$ cat src/rtl/abs_sum_pkg.sv
`default_nettype none
// ============================================================================
// Module      : abs_sum_pkg
// Description : Shared definitions for the abs_sum_window streaming stage.
//               - default sample / accumulator / window-length widths
//               - accumulate/hold state encoding
//               - magnitude and accumulator typedefs at default widths
// Revision    : 1.0 - initial release
// ============================================================================
package abs_sum_pkg;

    localparam int C_WIDTH     = 32;
    localparam int C_ACC_WIDTH = 40;
    localparam int C_LEN_WIDTH = 8;

    typedef enum logic [0:0] {
        ACCUM = 1'b0,
        HOLD  = 1'b1
    } state_t;

    typedef logic [C_WIDTH-1:0]     mag_t;
    typedef logic [C_ACC_WIDTH-1:0] acc_t;

endpackage
`default_nettype wire

$ cat src/rtl/abs_mag.sv
`default_nettype none
// ============================================================================
// Module      : abs_mag
// Description : Combinational two's-complement to magnitude conversion.
//               The most negative input maps to 2^(WIDTH-1), which is
//               representable as an unsigned WIDTH-bit value.
// Ports       : data  in   WIDTH  signed sample
//               mag   out  WIDTH  unsigned magnitude
// Revision    : 1.0 - initial release
// ============================================================================
module abs_mag
    import abs_sum_pkg::*;
#(
    parameter int WIDTH = C_WIDTH
) (
    input  logic [WIDTH-1:0] data,
    output logic [WIDTH-1:0] mag
);

    assign mag = data[WIDTH-1] ? (~data + {{(WIDTH-1){1'b0}}, 1'b1}) : data;

endmodule
`default_nettype wire

$ cat src/rtl/abs_sum_window.sv
`default_nettype none
// ============================================================================
// Module      : abs_sum_window
// Description : Two-stage valid/ready pipeline that accumulates |sample| over
//               a programmable window and emits one L1-norm per window.
//               Stage 1 registers the magnitude and a last-of-window flag;
//               stage 2 accumulates and holds the result until accepted.
// Config      : ABS_SUM_SAT_EN - when defined, the accumulator saturates at
//               2^ACC_WIDTH-1 on overflow; otherwise it wraps. out_ovf flags
//               the overflow in both builds.
// Ports       : clk        in   1          clock, rising edge
//               rst_n      in   1          async active-low reset
//               win_len    in   LEN_WIDTH  samples per window (0 -> 1)
//               in_valid   in   1          sample valid
//               in_ready   out  1          stage can accept a sample
//               in_data    in   WIDTH      signed sample
//               out_valid  out  1          result valid
//               out_ready  in   1          downstream accepts result
//               out_sum    out  ACC_WIDTH  sum of magnitudes
//               out_ovf    out  1          accumulation overflowed
// Revision    : 1.0 - initial release
// ============================================================================
module abs_sum_window
    import abs_sum_pkg::*;
#(
    parameter int WIDTH     = C_WIDTH,
    parameter int ACC_WIDTH = C_ACC_WIDTH,
    parameter int LEN_WIDTH = C_LEN_WIDTH
) (
    input  logic                 clk,
    input  logic                 rst_n,
    input  logic [LEN_WIDTH-1:0] win_len,
    input  logic                 in_valid,
    output logic                 in_ready,
    input  logic [WIDTH-1:0]     in_data,
    output logic                 out_valid,
    input  logic                 out_ready,
    output logic [ACC_WIDTH-1:0] out_sum,
    output logic                 out_ovf
);

    // Stage 1 state
    logic                 s1_valid;
    logic                 s1_last;
    logic [WIDTH-1:0]     s1_mag;
    logic [LEN_WIDTH-1:0] cnt;
    logic [LEN_WIDTH-1:0] len_q;

    // Stage 2 state
    state_t               state;
    logic [ACC_WIDTH-1:0] acc;
    logic                 ovf;

    // Combinational helpers
    logic                 accept;
    logic [WIDTH-1:0]     mag_w;
    logic [LEN_WIDTH-1:0] len_sel;
    logic [LEN_WIDTH-1:0] eff_len;
    logic                 last_w;
    logic [ACC_WIDTH:0]   sum_w;
    logic [ACC_WIDTH-1:0] acc_nxt;
    logic                 ovf_nxt;

    abs_mag #(
        .WIDTH (WIDTH)
    ) u_abs_mag (
        .data (in_data),
        .mag  (mag_w)
    );

    // Stage 1 is never occupied while a result is held, so the only stalls
    // are the last-of-window bubble and a pending, unaccepted result. The
    // rst_n term keeps in_ready low for the whole reset interval.
    assign in_ready = rst_n
                    && !(s1_valid && s1_last)
                    && !(state == HOLD && !out_ready);
    assign accept   = in_valid && in_ready;

    // The first sample of a window uses the live win_len; later samples use
    // the copy latched alongside that first sample.
    assign len_sel  = (cnt == '0) ? win_len : len_q;
    assign eff_len  = (len_sel == '0) ? LEN_WIDTH'(1) : len_sel;
    assign last_w   = ((LEN_WIDTH+1)'(cnt) + (LEN_WIDTH+1)'(1))
                      == (LEN_WIDTH+1)'(eff_len);

    // One spare bit captures the carry-out of the accumulation.
    assign sum_w    = {1'b0, acc} + (ACC_WIDTH+1)'(s1_mag);
    assign ovf_nxt  = ovf | sum_w[ACC_WIDTH];
`ifdef ABS_SUM_SAT_EN
    assign acc_nxt  = ovf_nxt ? {ACC_WIDTH{1'b1}} : sum_w[ACC_WIDTH-1:0];
`else
    assign acc_nxt  = sum_w[ACC_WIDTH-1:0];
`endif

    // Stage 1: magnitude register and window counter
    always_ff @(posedge clk or negedge rst_n) begin
        if (!rst_n) begin
            s1_valid <= 1'b0;
            s1_last  <= 1'b0;
            s1_mag   <= '0;
            cnt      <= '0;
            len_q    <= '0;
        end else begin
            s1_valid <= accept;
            s1_last  <= accept && last_w;
            if (accept) begin
                s1_mag <= mag_w;
                if (cnt == '0) begin
                    len_q <= win_len;
                end
                cnt <= last_w ? '0 : cnt + LEN_WIDTH'(1);
            end
        end
    end

    // Stage 2: accumulate / hold FSM with registered outputs
    always_ff @(posedge clk or negedge rst_n) begin
        if (!rst_n) begin
            state     <= ACCUM;
            acc       <= '0;
            ovf       <= 1'b0;
            out_valid <= 1'b0;
            out_sum   <= '0;
            out_ovf   <= 1'b0;
        end else begin
            case (state)
                ACCUM: begin
                    if (s1_valid) begin
                        acc <= acc_nxt;
                        ovf <= ovf_nxt;
                        if (s1_last) begin
                            state     <= HOLD;
                            out_sum   <= acc_nxt;
                            out_ovf   <= ovf_nxt;
                            out_valid <= 1'b1;
                        end
                    end
                end
                HOLD: begin
                    if (out_ready) begin
                        state     <= ACCUM;
                        acc       <= '0;
                        ovf       <= 1'b0;
                        out_valid <= 1'b0;
                    end
                end
                default: begin
                    state <= ACCUM;
                end
            endcase
        end
    end

endmodule
`default_nettype wire

$ cat config.mk
export PLATFORM = sky130hd
export DESIGN_NAME = abs_sum_window
export DESIGN_NICKNAME = d
export VERILOG_FILES = /design/src/rtl/abs_sum_pkg.sv /design/src/rtl/abs_mag.sv /design/src/rtl/abs_sum_window.sv
export SDC_FILE = /design/constraint.sdc
export NUM_CORES = 1
export LEC_CHECK = 0
export BUFFER_PORTS_ARGS = -buffer_cell sky130_fd_sc_hd__clkbuf_2
export CAP_MARGIN = 20
export CORE_AREA = 3 3 204 106
export CTS_BUF_LIST = sky130_fd_sc_hd__clkbuf_4 sky130_fd_sc_hd__clkbuf_8
export DETAILED_ROUTE_END_ITERATION = 6
export DIE_AREA = 0 0 207 109
export GPL_TIMING_DRIVEN = 0
export PLACE_DENSITY_LB_ADDON = 0.2
export SLEW_MARGIN = 0
export SYNTH_ARGS = -nofsm -noshare
export SYNTH_HDL_FRONTEND = slang
export SYNTH_SLANG_ARGS = --single-unit
$ cat constraint.sdc
create_clock -name clk -period 3.3 [get_ports clk]
set_clock_uncertainty 0.2 [all_clocks]
set_input_delay 0.165 -clock clk [delete_from_list [all_inputs] [get_ports clk]]
set_output_delay 0.165 -clock clk [all_outputs]
set_load 0.02 [all_outputs]
* After elaboration in Yosys (flattened, before gate mapping)
Index checks and enable logic that the tools add are counted.
Widths: inputs -> output; s select.
** Word-level totals
- Register bits after elaboration :: 134
- Output and inout port bits :: 43
** Cells by class
- $add $sub $neg :: 4
- Equality and inequality tests :: 4
- Multiplexer cells :: 17
- Bitwise operators :: 3
- Reductions and logical operators :: 14
** Operator list (number)
- $mux 40 :: 2
- $pmux 40 s2 :: 1
- $add 40x32->41 :: 1
- $add 32x1->32 const B :: 1
- $mux 32 :: 1
- $not 32->32 :: 1
- $mux 8 :: 3
- $logic_not 8->1 :: 2
- $add 8x1->9 const B :: 1
- $eq 9x8->1 :: 1
- $add 8x1->8 const B :: 1
- $mux 1 :: 7
- $logic_and 1x1->1 :: 6
- $ne 2x2->1 const B :: 3
- $pmux 1 s2 :: 3
- $reduce_and 3->1 :: 2
- $logic_not 1->1 :: 3
- $reduce_and 2->1 :: 1
- $not 1->1 :: 1
- $or 1x1->1 :: 1

* Longest topological paths before layout
- Word-level depth :: 6
- Mapped depth :: 11

* By module
Synthesis repeated with hierarchy kept, for this count alone.
** Second synthesis, totals
- Cells, all modules :: 928
- Area total of the unflattened synthesis :: 8162.8 µm²
** By module, submodules not included
- abs_sum_window :: times used 1, cells an instance 823, area an instance 7373.3 µm², seq. area each 3353.2 µm²
- abs_mag :: times used 1, cells an instance 105, area an instance 789.5 µm², seq. area each 0.0 µm²

* Least setup slack after synthesis
Ideal clock, no wire load.
- Path kind :: register to register
- From :: reg s1_mag[19]
- To :: reg out_sum[30]
- Library setup time :: 0.125 ns
- Arrival :: 2.420 ns
- Data required time :: 2.975 ns
- Path slack :: 0.555 ns
- Stages on the path, launching flop included :: 11
- Buffers on the path :: 1
- Clock period less this slack :: 2.745 ns
- Cells stage by stage :: dfrtp_1 -> ha_1 -> clkbuf_1 -> nand4_1 -> nor4b_1 -> nand2_1 -> o31ai_1 -> nor2_1 -> o21ai_0 -> xor2_1 -> mux2_2
** On the way
- Cells in the longest elaborated chain, start to end :: 1
** RTL lines
- from (decl) :: RTL line abs_sum_window.sv:45 : logic [WIDTH-1:0] s1_mag;
- from (signal assigned) :: RTL line abs_sum_window.sv:107 : s1_mag <= mag_w;
- $add 40x32->41 :: RTL line abs_sum_window.sv:87 : assign sum_w = {1'b0, acc} + (ACC_WIDTH+1)'(s1_mag);
- to (signal assigned) :: RTL line abs_sum_window.sv:133 : out_sum <= acc_nxt;
- to (decl) :: RTL line abs_sum_window.sv:38 : output logic [ACC_WIDTH-1:0] out_sum,
Every way passes these cells.
A chain may end at the register's enable or synchronous reset.

* Worst setup path in the final report
- From :: reg s1_mag[10]
- To :: reg acc[39]
** On the way
- Cells in the longest elaborated chain, start to end :: 3
** RTL lines
- $add 40x32->41 :: RTL line abs_sum_window.sv:87
- $mux 40 :: RTL line abs_sum_window.sv:128 : if (s1_valid) begin
- $pmux 40 s2 :: RTL line abs_sum_window.sv:126 : case (state)
- to (signal assigned) :: RTL line abs_sum_window.sv:129 : acc <= acc_nxt;
- to (decl) :: RTL line abs_sum_window.sv:51 : logic [ACC_WIDTH-1:0] acc;
Every way passes these cells. The select of a mux whose other input is x is not followed.

==> metrics.yaml <==
multi_input_area_um2: 4450
wl_met2_mm: 9.87
ys.flop_type: "dfrtp_1"
async_flop_share_pct: 100
routed_wl_mm: 23.3
end_kind: "register"
drive_above_1_share_pct: 14.7
synth_edf_count: 0
antenna_found_initial: 0
synth_cell_types: 61
core_um2: 19600
fin_crit_sh_pct: 98.1
synth_nets: 971
die_h_um: 109
cts_tree: "built"
rsz0062_at_grt: "true"
nets: 1127
final-hold-violation-count: 0
startpoint_type: "register"
htreeDepth: 4
dp_hpwl_mm: 17.3
p_per_area_nw_per_um2: 654
ys_ff_latch: 134
gp_congestion: 0.898
top_layer: "met4"
ys_seq_area_share_pct: 42.1
die-area_um2: 22600
cts.sinks: 134
viasPerCell: 5.37
critical_path.max_fanout: 7
drt_iter0_markers: 478
clockRootBuffer: "clkbuf_8"
area_growth_pct: 23.4
drv_cap: 0
wirelength_met1_mm: 12.0
ant_nets: 0
syn_area_per_cell_um2: 8.93
fmax_mhz: 309
slew_headroom_pct: 50.6
cts_inserted_buffers: 17
path_class: "reg2reg"
yosys_warnings: 0
clockBufferDepth: 2
fin_tns_setup_ns: 0
leakage_nw: 4.54
required_ns: 3.44
reg2reg_from: "s1_mag[10]"
fillers: 1880
remaining_drc_errors: 0
worst_ir_drop_vdd_v: 0.000278
grt_pass1_wl_mm: 37.8
final_core_util_pct: 50.0
diodes: 0
die_w_um: 207
worstMarginPinSlew_ns: 0.734
regArea_um2: 3350
first_global_vias: 6907
grt.overflow.total: 0
insertion_delay_ns: 0.46
wl_per_cell_um: 17.5
port_buffers: 86
grt_use_total_pct: 21.3
period_minus_slack_ns: 3.24
synth_cells: 891
status: "complete, no violations"
pin_count: 87
maxSlewViolCount: 0
vias: 7119
setup_viol: 0
dr.pass1.iters: 5
crit_start: "s1_mag[10]"
path_clk_slew_ns: 0.08
synth_area_um2: 7960
start_util_pct: 40.5
crit_arrival_ns: 3.37
post-cts-setup-buffers: 0
wl_met3_mm: 1.12
rows: 36
hp-class: "in2async"
grt_max_degree: 70
-- Yosys cell counts (all sizes together) (13+ instances only) --
master | count | area, µm²
dfrtp | 134 | 3350
a21o | 13 | 97.6
clkbuf | 38 | 143
o21ai | 115 | 576
inv | 16 | 60.1
nor3 | 15 | 80.1
mux2 | 16 | 180
nor2 | 37 | 141
nand3 | 21 | 105
xnor2 | 30 | 263
a21oi | 58 | 290
xor2 | 44 | 385
ha | 35 | 438
nand2 | 149 | 559
-- per-layer routing --
metal  global-route usage, %  vias to the layer above
met4                    4.60                        0
met1                    31.9                     3446
li1                        -                     3491
met2                    31.7                      163
met3                    4.46                       19
met5                       0                        -
-- cell usage in the layout (no fill, tap or decap), drive strengths merged, types with 12 or more instances in the layout --
cell         instances
a22o                12
xor2                44
nand2b              12
nand4               12
nor2                37
nand3               21
a21o                13
a21oi               58
clkbuf             136
ha                  35
dlygate4sd3         55
dfrtp              134
xnor2               30
nand2              149
a31oi               12
nor3                15
o21ai              115
mux2                16
inv                 19
-- layout make-up --
type                            count  share of cell area, %
Clock buffer                       18                   2.46
Sequential cell                   134                   34.1
Tap cell                          266                   3.39
Clock inverter                     14                   2.25
Timing Repair Buffer              142                   10.4
Inverter                           16                  0.611
Buffer                             38                   1.46
Multi-Input combinational cell    698                   45.3
-- per-stage QoR --
step / instance area (µm²) / cells / setup WS, ns / hold WS [ns] / total power, mW
after floorplan: 7960 / 891 / 0.555 / -0.331 / 3.98
after global placement: 8720 / 1243 / -1.77 / 0.222 / 4.61
after detailed placement: 8760 / 1244 / -0.00148 / 0.0154 / 4.67
after CTS: 9780 / 1331 / 0.00131 / 0.0466 / 6.40
after global routing: 9820 / 1326 / -0.129 / 0.0336 / 6.89
final: 9820 / 1326 / 0.0636 / 0.0130 / 6.42
-- repair_timing --
item                                    CTS  global route
endpoints found under the hold margin   117             0
hold buffers                             55             0
resized for setup                         1            14
endpoints found under the setup margin    1            34
gates cloned                              0             0
-- worst max-delay path, stage by stage, from the launching register on --
cell and delay [ns]:
dfrtp_1 0.42, ha_1 0.43, and3_1 0.26, nand3_1 0.09, a21oi_1 0.28, o211ai_1 0.30, a211o_1 0.41, a211oi_1 0.46
nand2b_1 0.18, a31oi_1 0.08
-- cells by family after synthesis --
logic type                 count (synthesis)  share of synthesized area [%]
AOI/OAI and AO/OA                        266                           20.1
and+or+nand+nor                          295                           17.4
buffers and inverters                     59                           2.80
muxes                                     27                           3.65
xor gates and xnor gates                  74                           8.14
DFF                                      134                           42.1
adders and majority gates                 36                           5.75
-- registers in the layout (all words and copies together) (netlist names) --
| name | count |
|---|---|
| ovf | 1 |
| s1_valid | 1 |
| len_q | 8 |
| s1_mag | 32 |
| state | 1 |
| out_sum | 40 |
| out_ovf | 1 |
| cnt | 8 |
| acc | 40 |
| s1_last | 1 |
| out_valid | 1 |
-- final timing paths --
kind / endpoint / slack (ns) / cells past startpoint
hold reg to reg: out_sum[5] / 0.28 / 2
setup / recovery: acc[39] / 0.06 / 9
min in group clk: s1_mag[13] / 0.10 / 5
hold / removal: s1_mag[9] / 0.01 / 2
max in group asynchronous: out_sum[18] / 2.21 / 3
setup reg to reg: acc[39] / 0.06 / 9
-- where the power goes --
part	internal, mW	switching, mW	total (mW)
clock	0.917	0.718	1.64
combinational	1.02	1.62	2.65
sequential	1.92	0.217	2.14
total	3.87	2.56	6.42
Note: power is estimated with default switching activity, not from simulation.
